File: src/rtl/coeff_sequencer_if.sv
// Handshake bundle between bus-side request logic, the coefficient sequencer
// and the MCU controller. The sequencer uses the slave modport.
interface coeff_sequencer_if #(
  parameter int unsigned NUM_COEFFS = 4
);
  localparam int unsigned IDX_W = $clog2(NUM_COEFFS);

  logic                  new_coefficient_set;
  logic [NUM_COEFFS-1:0] coeff_mask;
  logic                  modwait;
  logic                  load_coeff;
  logic [IDX_W-1:0]      coefficient_num;
  logic                  busy;
  logic                  load_done;

  modport master (
    output new_coefficient_set,
    output coeff_mask,
    output modwait,
    input  load_coeff,
    input  coefficient_num,
    input  busy,
    input  load_done
  );

  modport slave (
    input  new_coefficient_set,
    input  coeff_mask,
    input  modwait,
    output load_coeff,
    output coefficient_num,
    output busy,
    output load_done
  );
endinterface

File: src/rtl/coeff_sequencer.sv
// Coefficient load sequencer: one load_coeff strobe per enabled mask slot, paced by modwait.
// Optional mid-sequence restart is enabled by defining COEFF_SEQ_RESTART_EN.
module coeff_sequencer #(
  parameter int unsigned NUM_COEFFS = 4
) (
  input  logic              clk,
  input  logic              reset,
  coeff_sequencer_if.slave  bus
);
  localparam int unsigned IDX_W = $clog2(NUM_COEFFS);

  typedef enum logic [1:0] {
    IDLE = 2'd0,
    LOAD = 2'd1,
    WAIT = 2'd2
  } state_t;

  state_t                state, state_next;
  logic [IDX_W-1:0]      idx, idx_next;
  logic [NUM_COEFFS-1:0] pend, pend_next;
  logic                  done_next;
  logic                  load_q, busy_q, done_q;

  logic                  start;
  logic                  restart;
  logic                  mask_any, pend_any;
  logic [IDX_W-1:0]      mask_lsb, pend_lsb;
  logic [NUM_COEFFS-1:0] mask_rest, pend_rest;

  // Index of the lowest set bit; zero for an empty vector.
  function automatic logic [IDX_W-1:0] lowest_set(input logic [NUM_COEFFS-1:0] v);
    logic [IDX_W-1:0] r;
    r = '0;
    for (int i = int'(NUM_COEFFS) - 1; i >= 0; i--) begin
      if (v[i]) r = IDX_W'(i);
    end
    return r;
  endfunction

  assign start     = bus.new_coefficient_set && !bus.modwait;
  assign mask_any  = |bus.coeff_mask;
  assign pend_any  = |pend;
  assign mask_lsb  = lowest_set(bus.coeff_mask);
  assign pend_lsb  = lowest_set(pend);
  // v & (v-1) drops the lowest set bit, i.e. the slot about to be strobed.
  assign mask_rest = bus.coeff_mask & (bus.coeff_mask - NUM_COEFFS'(1));
  assign pend_rest = pend & (pend - NUM_COEFFS'(1));

`ifdef COEFF_SEQ_RESTART_EN
  assign restart = start;
`else
  assign restart = 1'b0;
`endif

  always_ff @(posedge clk or posedge reset) begin
    if (reset) begin
      state  <= IDLE;
      idx    <= '0;
      pend   <= '0;
      load_q <= 1'b0;
      busy_q <= 1'b0;
      done_q <= 1'b0;
    end else begin
      state  <= state_next;
      idx    <= idx_next;
      pend   <= pend_next;
      load_q <= (state_next == LOAD);
      busy_q <= (state_next != IDLE);
      done_q <= done_next;
    end
  end

  // Next-state: IDLE samples the mask, LOAD is always one cycle, WAIT paces on modwait.
  always_comb begin
    state_next = state;
    idx_next   = idx;
    pend_next  = pend;
    done_next  = 1'b0;
    unique case (state)
      IDLE: begin
        if (start) begin
          if (mask_any) begin
            state_next = LOAD;
            idx_next   = mask_lsb;
            pend_next  = mask_rest;
          end else begin
            done_next  = 1'b1;
          end
        end
      end
      LOAD: begin
        state_next = WAIT;
      end
      WAIT: begin
        if (restart) begin
          pend_next = mask_rest;
          if (mask_any) begin
            state_next = LOAD;
            idx_next   = mask_lsb;
          end else begin
            state_next = IDLE;
            done_next  = 1'b1;
          end
        end else if (!bus.modwait) begin
          if (pend_any) begin
            state_next = LOAD;
            idx_next   = pend_lsb;
            pend_next  = pend_rest;
          end else begin
            state_next = IDLE;
            done_next  = 1'b1;
          end
        end
      end
      default: begin
        state_next = IDLE;
      end
    endcase
  end

  assign bus.load_coeff      = load_q;
  assign bus.busy            = busy_q;
  assign bus.load_done       = done_q;
  assign bus.coefficient_num = idx;
endmodule

File: src/flat_wrapper.sv
// flat-port wrapper written by rule: the top's interface ports become plain ports
module coeff_sequencer_flat 
#(
  parameter int unsigned NUM_COEFFS = 4
)
  (clk, reset, bus_new_coefficient_set, bus_coeff_mask, bus_modwait, bus_load_coeff, bus_coefficient_num, bus_busy, bus_load_done);
  coeff_sequencer_if #(.NUM_COEFFS(NUM_COEFFS)) bus_i ();
  input  logic clk;
  input  logic reset;
  input wire logic [$bits(bus_i.new_coefficient_set)-1:0] bus_new_coefficient_set;
  input wire logic [$bits(bus_i.coeff_mask)-1:0] bus_coeff_mask;
  input wire logic [$bits(bus_i.modwait)-1:0] bus_modwait;
  output wire logic [$bits(bus_i.load_coeff)-1:0] bus_load_coeff;
  output wire logic [$bits(bus_i.coefficient_num)-1:0] bus_coefficient_num;
  output wire logic [$bits(bus_i.busy)-1:0] bus_busy;
  output wire logic [$bits(bus_i.load_done)-1:0] bus_load_done;
  assign bus_i.new_coefficient_set = bus_new_coefficient_set;
  assign bus_i.coeff_mask = bus_coeff_mask;
  assign bus_i.modwait = bus_modwait;
  assign bus_load_coeff = bus_i.load_coeff;
  assign bus_coefficient_num = bus_i.coefficient_num;
  assign bus_busy = bus_i.busy;
  assign bus_load_done = bus_i.load_done;
  coeff_sequencer #(.NUM_COEFFS(NUM_COEFFS)) u_core (.clk(clk), .reset(reset), .bus(bus_i));
endmodule
File: config.mk
export PLATFORM = sky130hd
export DESIGN_NAME = coeff_sequencer_flat
export DESIGN_NICKNAME = d
export VERILOG_FILES = /design/src/rtl/coeff_sequencer_if.sv /design/src/rtl/coeff_sequencer.sv /design/src/flat_wrapper.sv
export SDC_FILE = /design/constraint.sdc
export NUM_CORES = 1
export LEC_CHECK = 0
export BUFFER_PORTS_ARGS = -buffer_cell sky130_fd_sc_hd__buf_2
export CORE_AREA = 2 2 39 41
export DETAILED_ROUTE_END_ITERATION = 16
export DIE_AREA = 0 0 41 43
export PLACE_DENSITY = 0.72
export SKIP_CTS_REPAIR_TIMING = 1
export SLEW_MARGIN = 20
export SYNTH_ARGS = -nofsm -noshare
export SYNTH_HDL_FRONTEND = slang
export SYNTH_SLANG_ARGS = --single-unit
export TNS_END_PERCENT = 100
File: constraint.sdc
create_clock -name clk -period 1.9 [get_ports clk]
set_input_delay 0.38 -clock clk [delete_from_list [all_inputs] [get_ports clk]]
set_output_delay 0.38 -clock clk [all_outputs]
set_load 0.02 [all_outputs]
After elaboration in Yosys (flattened, before gate mapping)
Cells that the tools add are included.

Register bits: 11. Latch bits: 0. Bits in writable memories: 0. ROM bits: 0. Bits of input ports: 8. Logic and storage cells: 53. Memories kept: 0.

$add $sub $neg: 2. Multipliers: 0. Divide/modulo/power cells: 0. Magnitude comparators: 0. Eq/ne operators: 7. Shift operators: 0. Multiplexer cells: 28. Bitwise gates (word level): 2. Reductions and logical operators: 8.

Operators with widths (count): 2-bit two-way mux (15); 4-bit two-way mux (4); 4-bit AND (2); 4-bit one-hot mux with 2 select lines (1); 4-bit OR reduction (2); 4-bit by 1-bit subtractor with 4-bit output (second input constant) (2); 2-bit by 1-bit != test with 1-bit output (second input constant) (3); 2-bit one-hot mux with 3 select lines (1); 1-bit two-way mux (5); 5-bit AND reduction (1); 2-bit by 1-bit == test with 1-bit output (second input constant) (2); 2-bit one-hot mux with 2 select lines (1); 2-bit nonzero test (2); 2-bit == test (second input constant) (1); 2-bit logical NOT (1); 2-bit != test (second input constant) (1); 1-bit one-hot mux with 2 select lines (1); 1-bit logical AND (1); 1-bit logical NOT (1).

Logic depth before layout (Yosys ltp)
Depth in word-level cells: 7. Gate-level depth with buffers: 4. Mapped depth without buffers: 3.

Worst setup path before layout
No wires, ideal clock.

Path kind: input-to-reg. Start point: input port bus_coeff_mask[0]. End point: register u_core.busy_q, in the netlist u_core.bus.busy. Library setup time: 124 ps. Arrival time: 1470 ps. Data required time: 1776 ps. Setup slack: 306 ps. Stages on the path: 4. Cell sequence: or4_1 > buf_2 > a22o_4 > or2_1.

Cells in the longest elaborated chain, start to end: 5.

Ends and longest elaborated chain: start, declared (line flat_wrapper.sv:11) `input wire logic [$bits(bus_i.coeff_mask)-1:0] bus_coeff_mask;`; 4-bit OR reduction (line coeff_sequencer.sv:41) `assign mask_any = |bus.coeff_mask;`; 2-bit two-way mux (line coeff_sequencer.sv:82) `if (mask_any) begin`; 2-bit two-way mux (line coeff_sequencer.sv:81) `if (start) begin`; 2-bit one-hot mux with 3 select lines (line coeff_sequencer.sv:79) `unique case (state)`; via u_core.state_next[0] (line coeff_sequencer.sv:18) `state_t state, state_next;`; 2-bit nonzero test (line coeff_sequencer.sv:68) `busy_q <= (state_next != IDLE);`; end signal, assigned (line coeff_sequencer.sv:68); end, declared (line coeff_sequencer.sv:22) `logic load_q, busy_q, done_q;`.

The timed path passes the listed nets, and every way through them passes these cells. A chain may end at the register's enable or synchronous reset.

Worst setup path in the final report
Start point: register u_core.state[0]. End point: register u_core.pend[2].

Cells in the longest elaborated chain, start to end: 3. Elaborated cells between the ends (all ways): 9.

Ends and longest elaborated chain: start, declared (line coeff_sequencer.sv:18); start signal, assigned (line coeff_sequencer.sv:64) `state <= state_next;`; 2-bit == test or 2-bit logical NOT (tied branches) (line coeff_sequencer.sv:79); 2-bit by 1-bit != test with 1-bit output (no line) (tied with other cells); 5-bit AND reduction (no line); end signal, assigned (line coeff_sequencer.sv:66) `pend <= pend_next;`; end, declared (line coeff_sequencer.sv:20) `logic [NUM_COEFFS-1:0] pend, pend_next;`.

Parallel ways exist; a longest one is shown, timed or not.

==> flow_metrics.env <==
export IMPL_clock_pin_slew_reported_for_the_worst_setup_and_hold_paths_after_clock_tree_synthesis_ns=0.07
export IMPL_detailedRoute_firstIterationViolations=24
export IMPL_number_of_synthesized_flops_with_an_enable_pin=0
export IMPL_timing_critical_path_arrival_ns=1.78
export IMPL_count_of_state_elements_after_synthesis=10
export IMPL_routabilityCongestion=0.845
export IMPL_p_per_area_nw_per_um2=1490
export IMPL_synthDistinctLibCells=28
export IMPL_cts_sinks=10
export IMPL_hold_viol_final=0
export IMPL_wirelength_mm=1.16
export IMPL_post_route_cells_drive_above_1_share_pct=35.9
export IMPL_num_vias=482
export IMPL_synth_top_area_share_pct=45.9
export IMPL_gr_usage_all_layers_pct=16.1
export IMPL_setup_worst_path_class="reg2reg"
export IMPL_setup_worst_path_end_class="register"
export IMPL_placedInstanceArea_sq_um=628
export IMPL_cts_root_buf="sky130_fd_sc_hd__clkbuf_4"
export IMPL_first_global_vias=415
export IMPL_ys_async_sr_fraction_pct=100
export IMPL_grt_setup_unrepaired="false"
export IMPL_timing_reg2reg_worst_path_depth=3
export IMPL_grt_first_pass_wirelength_mm=1.80
export IMPL_fin_worst_skew_ns=0.00700
export IMPL_wire_per_inst_um=14.5
export IMPL_synth_net_count=56
export IMPL_fin_setup_tns_ns=0
export IMPL_die_width_um=41
export IMPL_netlist_instances=48
export IMPL_setup_viol=0
export IMPL_synth_top_cell_by_area="sky130_fd_sc_hd__dfrtp_1"
export IMPL_area_growth_pct=21.8
export IMPL_grt_overflow_total=0
export IMPL_run_status="finished clean"
export IMPL_final_nets=73
export IMPL_cts_made_buffers=3
export IMPL_timing_final_crit_period_ns=1.57
export IMPL_detail_route_vias_per_cell=6.03
export IMPL_netlist_top_cells_area="sky130_fd_sc_hd__dfrtp_1 (46%), sky130_fd_sc_hd__nor2b_1 (4.6%), sky130_fd_sc_hd__nor4b_4 (4.4%)"
export IMPL_cts_tree="done"
export IMPL_vdd_drop_max_uv=587
export IMPL_fmax_mhz=638
export IMPL_report_power_total_w=0.000992
export IMPL_num_io_pins=13
export IMPL_core_rowCount=14
export IMPL_antenna_diode_count=0
export IMPL_post_route_antenna_net_violation_count=0
export IMPL_drt_pass1_iterations=4
export IMPL_synth_top_cells_by_count="sky130_fd_sc_hd__dfrtp_1 (10), sky130_fd_sc_hd__nor2b_1 (4)"
export IMPL_maxCapViolations=0
export IMPL_core_region_area_sq_um=1380
export IMPL_most_frequent_cell_after_synthesis="sky130_fd_sc_hd__dfrtp_1"
export IMPL_static_leakage_power_nw=0.329
export IMPL_path_max_fanout=6
export IMPL_layout_worst_path_cycle_share_pct=82.5
export IMPL_r2r_setup_slack_ns=0.33
export IMPL_grt_max_degree=11
export IMPL_clk_latency_ns=0.27
export IMPL_syn_cell_area_sq_um=546
export IMPL_synth_seq_area_share_pct=45.9
export IMPL_chipHeight_um=43
export IMPL_layout_cell_area_non_filler_sq_um=664
export IMPL_synthesis_warnings=0
export IMPL_timing_hold_worst_class="in2async"
export IMPL_remaining_drc_errors=0
export IMPL_timing_slew_headroom_pct=74.9
export IMPL_die_area_sq_um=1760
export IMPL_antenna_found_initial=0
export IMPL_whs_ns=0.0640
export IMPL_dominant_synthesized_flop_cell="sky130_fd_sc_hd__dfrtp_1"
export IMPL_maxSlewViolCount=0
export IMPL_hpwl_detailed_um=867
export IMPL_port_buffers=12
export IMPL_syn_area_per_cell_sq_um=11.4
export IMPL_max_clock_path_buffers=2
export IMPL_worstSetupStartpointType="register"
export IMPL_htreeDepth=1
export IMPL_timing_critical_path_required_ns=2.11
export IMPL_effective_utilization_at_floorplan_pct=39.4
export IMPL_max_slew_worst_pin_slew_ns=0.376
## cell families after synthesis
family | share of synthesized area [%]
AO/OA/AOI/OAI | 28.7
AND/OR/NAND/NOR | 23.2
flip-flops | 45.9
buffers and inverters | 2.29
## routing by layer
layer | GRT usage [%] | wire length, um
met5 | 0 | 0
met4 | 12.0 | 36
met3 | 4.71 | 85
met2 | 22.5 | 584
met1 | 19.8 | 454
## registers in the layout (all words and copies together) (netlist names)
register	cells
u_core.state	2
u_core.bus.load_coeff	1
u_core.bus.busy	1
u_core.bus.coefficient_num	2
u_core.pend	3
u_core.bus.load_done	1
## through the flow
step | cells | util, % | setup slack, ns
2_1_floorplan | 48 | - | 0.306
3_3_place_gp | 76 | 45.4 | 0.150
3_5_place_dp | 76 | 45.4 | 0.123
4_1_cts | 80 | 48.0 | 0.331
5_1_grt | 80 | 48.0 | 0.263
6_report | 80 | 48.0 | 0.333
## critical path, stage by stage (launching register included)
cell	delay [ns]
sky130_fd_sc_hd__dfrtp_1	0.47
sky130_fd_sc_hd__or4b_2	0.73
sky130_fd_sc_hd__o22ai_1	0.21
sky130_fd_sc_hd__a21o_1	0.10
## layout make-up
cell class              count  area (sq um)
fillers                   138           719
multi-input cells          35           283
flip-flops and latches     10           250
repair buffers             13          67.6
clock buffers               4          36.3
well taps                  16          20.0
inverters                   2          7.51
## where the power goes
group	switching [W]	total, W	internal (W)
Combinational	0.000219	0.000406	0.000187
Clock	0.0000814	0.000198	0.000116
Sequential	0.0000874	0.000388	0.000301
## path summary, 6_finish.rpt
check                                           start                             end
setup reg to reg            u_core.state[0]$_DFF_PP0_      u_core.pend[2]$_DFFE_PP0P_
hold / removal                                  reset      u_core.pend[3]$_DFFE_PP0P_
setup / recovery            u_core.state[0]$_DFF_PP0_      u_core.pend[2]$_DFFE_PP0P_
max in group asynchronous                       reset       u_core.bus.busy$_DFF_PP0_
hold reg to reg            u_core.pend[3]$_DFFE_PP0P_      u_core.pend[3]$_DFFE_PP0P_
min in group clk                          bus_modwait  u_core.bus.load_done$_DFF_PP0_
## layout by cell type, fill, tap and decap left out, drive strengths merged, types with 2 or more instances in the layout
| cell | instances |
|---|---|
| inv | 2 |
| nor2b | 4 |
| clkbuf | 4 |
| or3 | 2 |
| nor2 | 2 |
| o21ai | 2 |
| a221oi | 2 |
| a31oi | 2 |
| o211ai | 2 |
| a21o | 2 |
| buf | 13 |
| dfrtp | 10 |
| a22o | 2 |
Note: power is estimated with default switching activity, not from simulation.
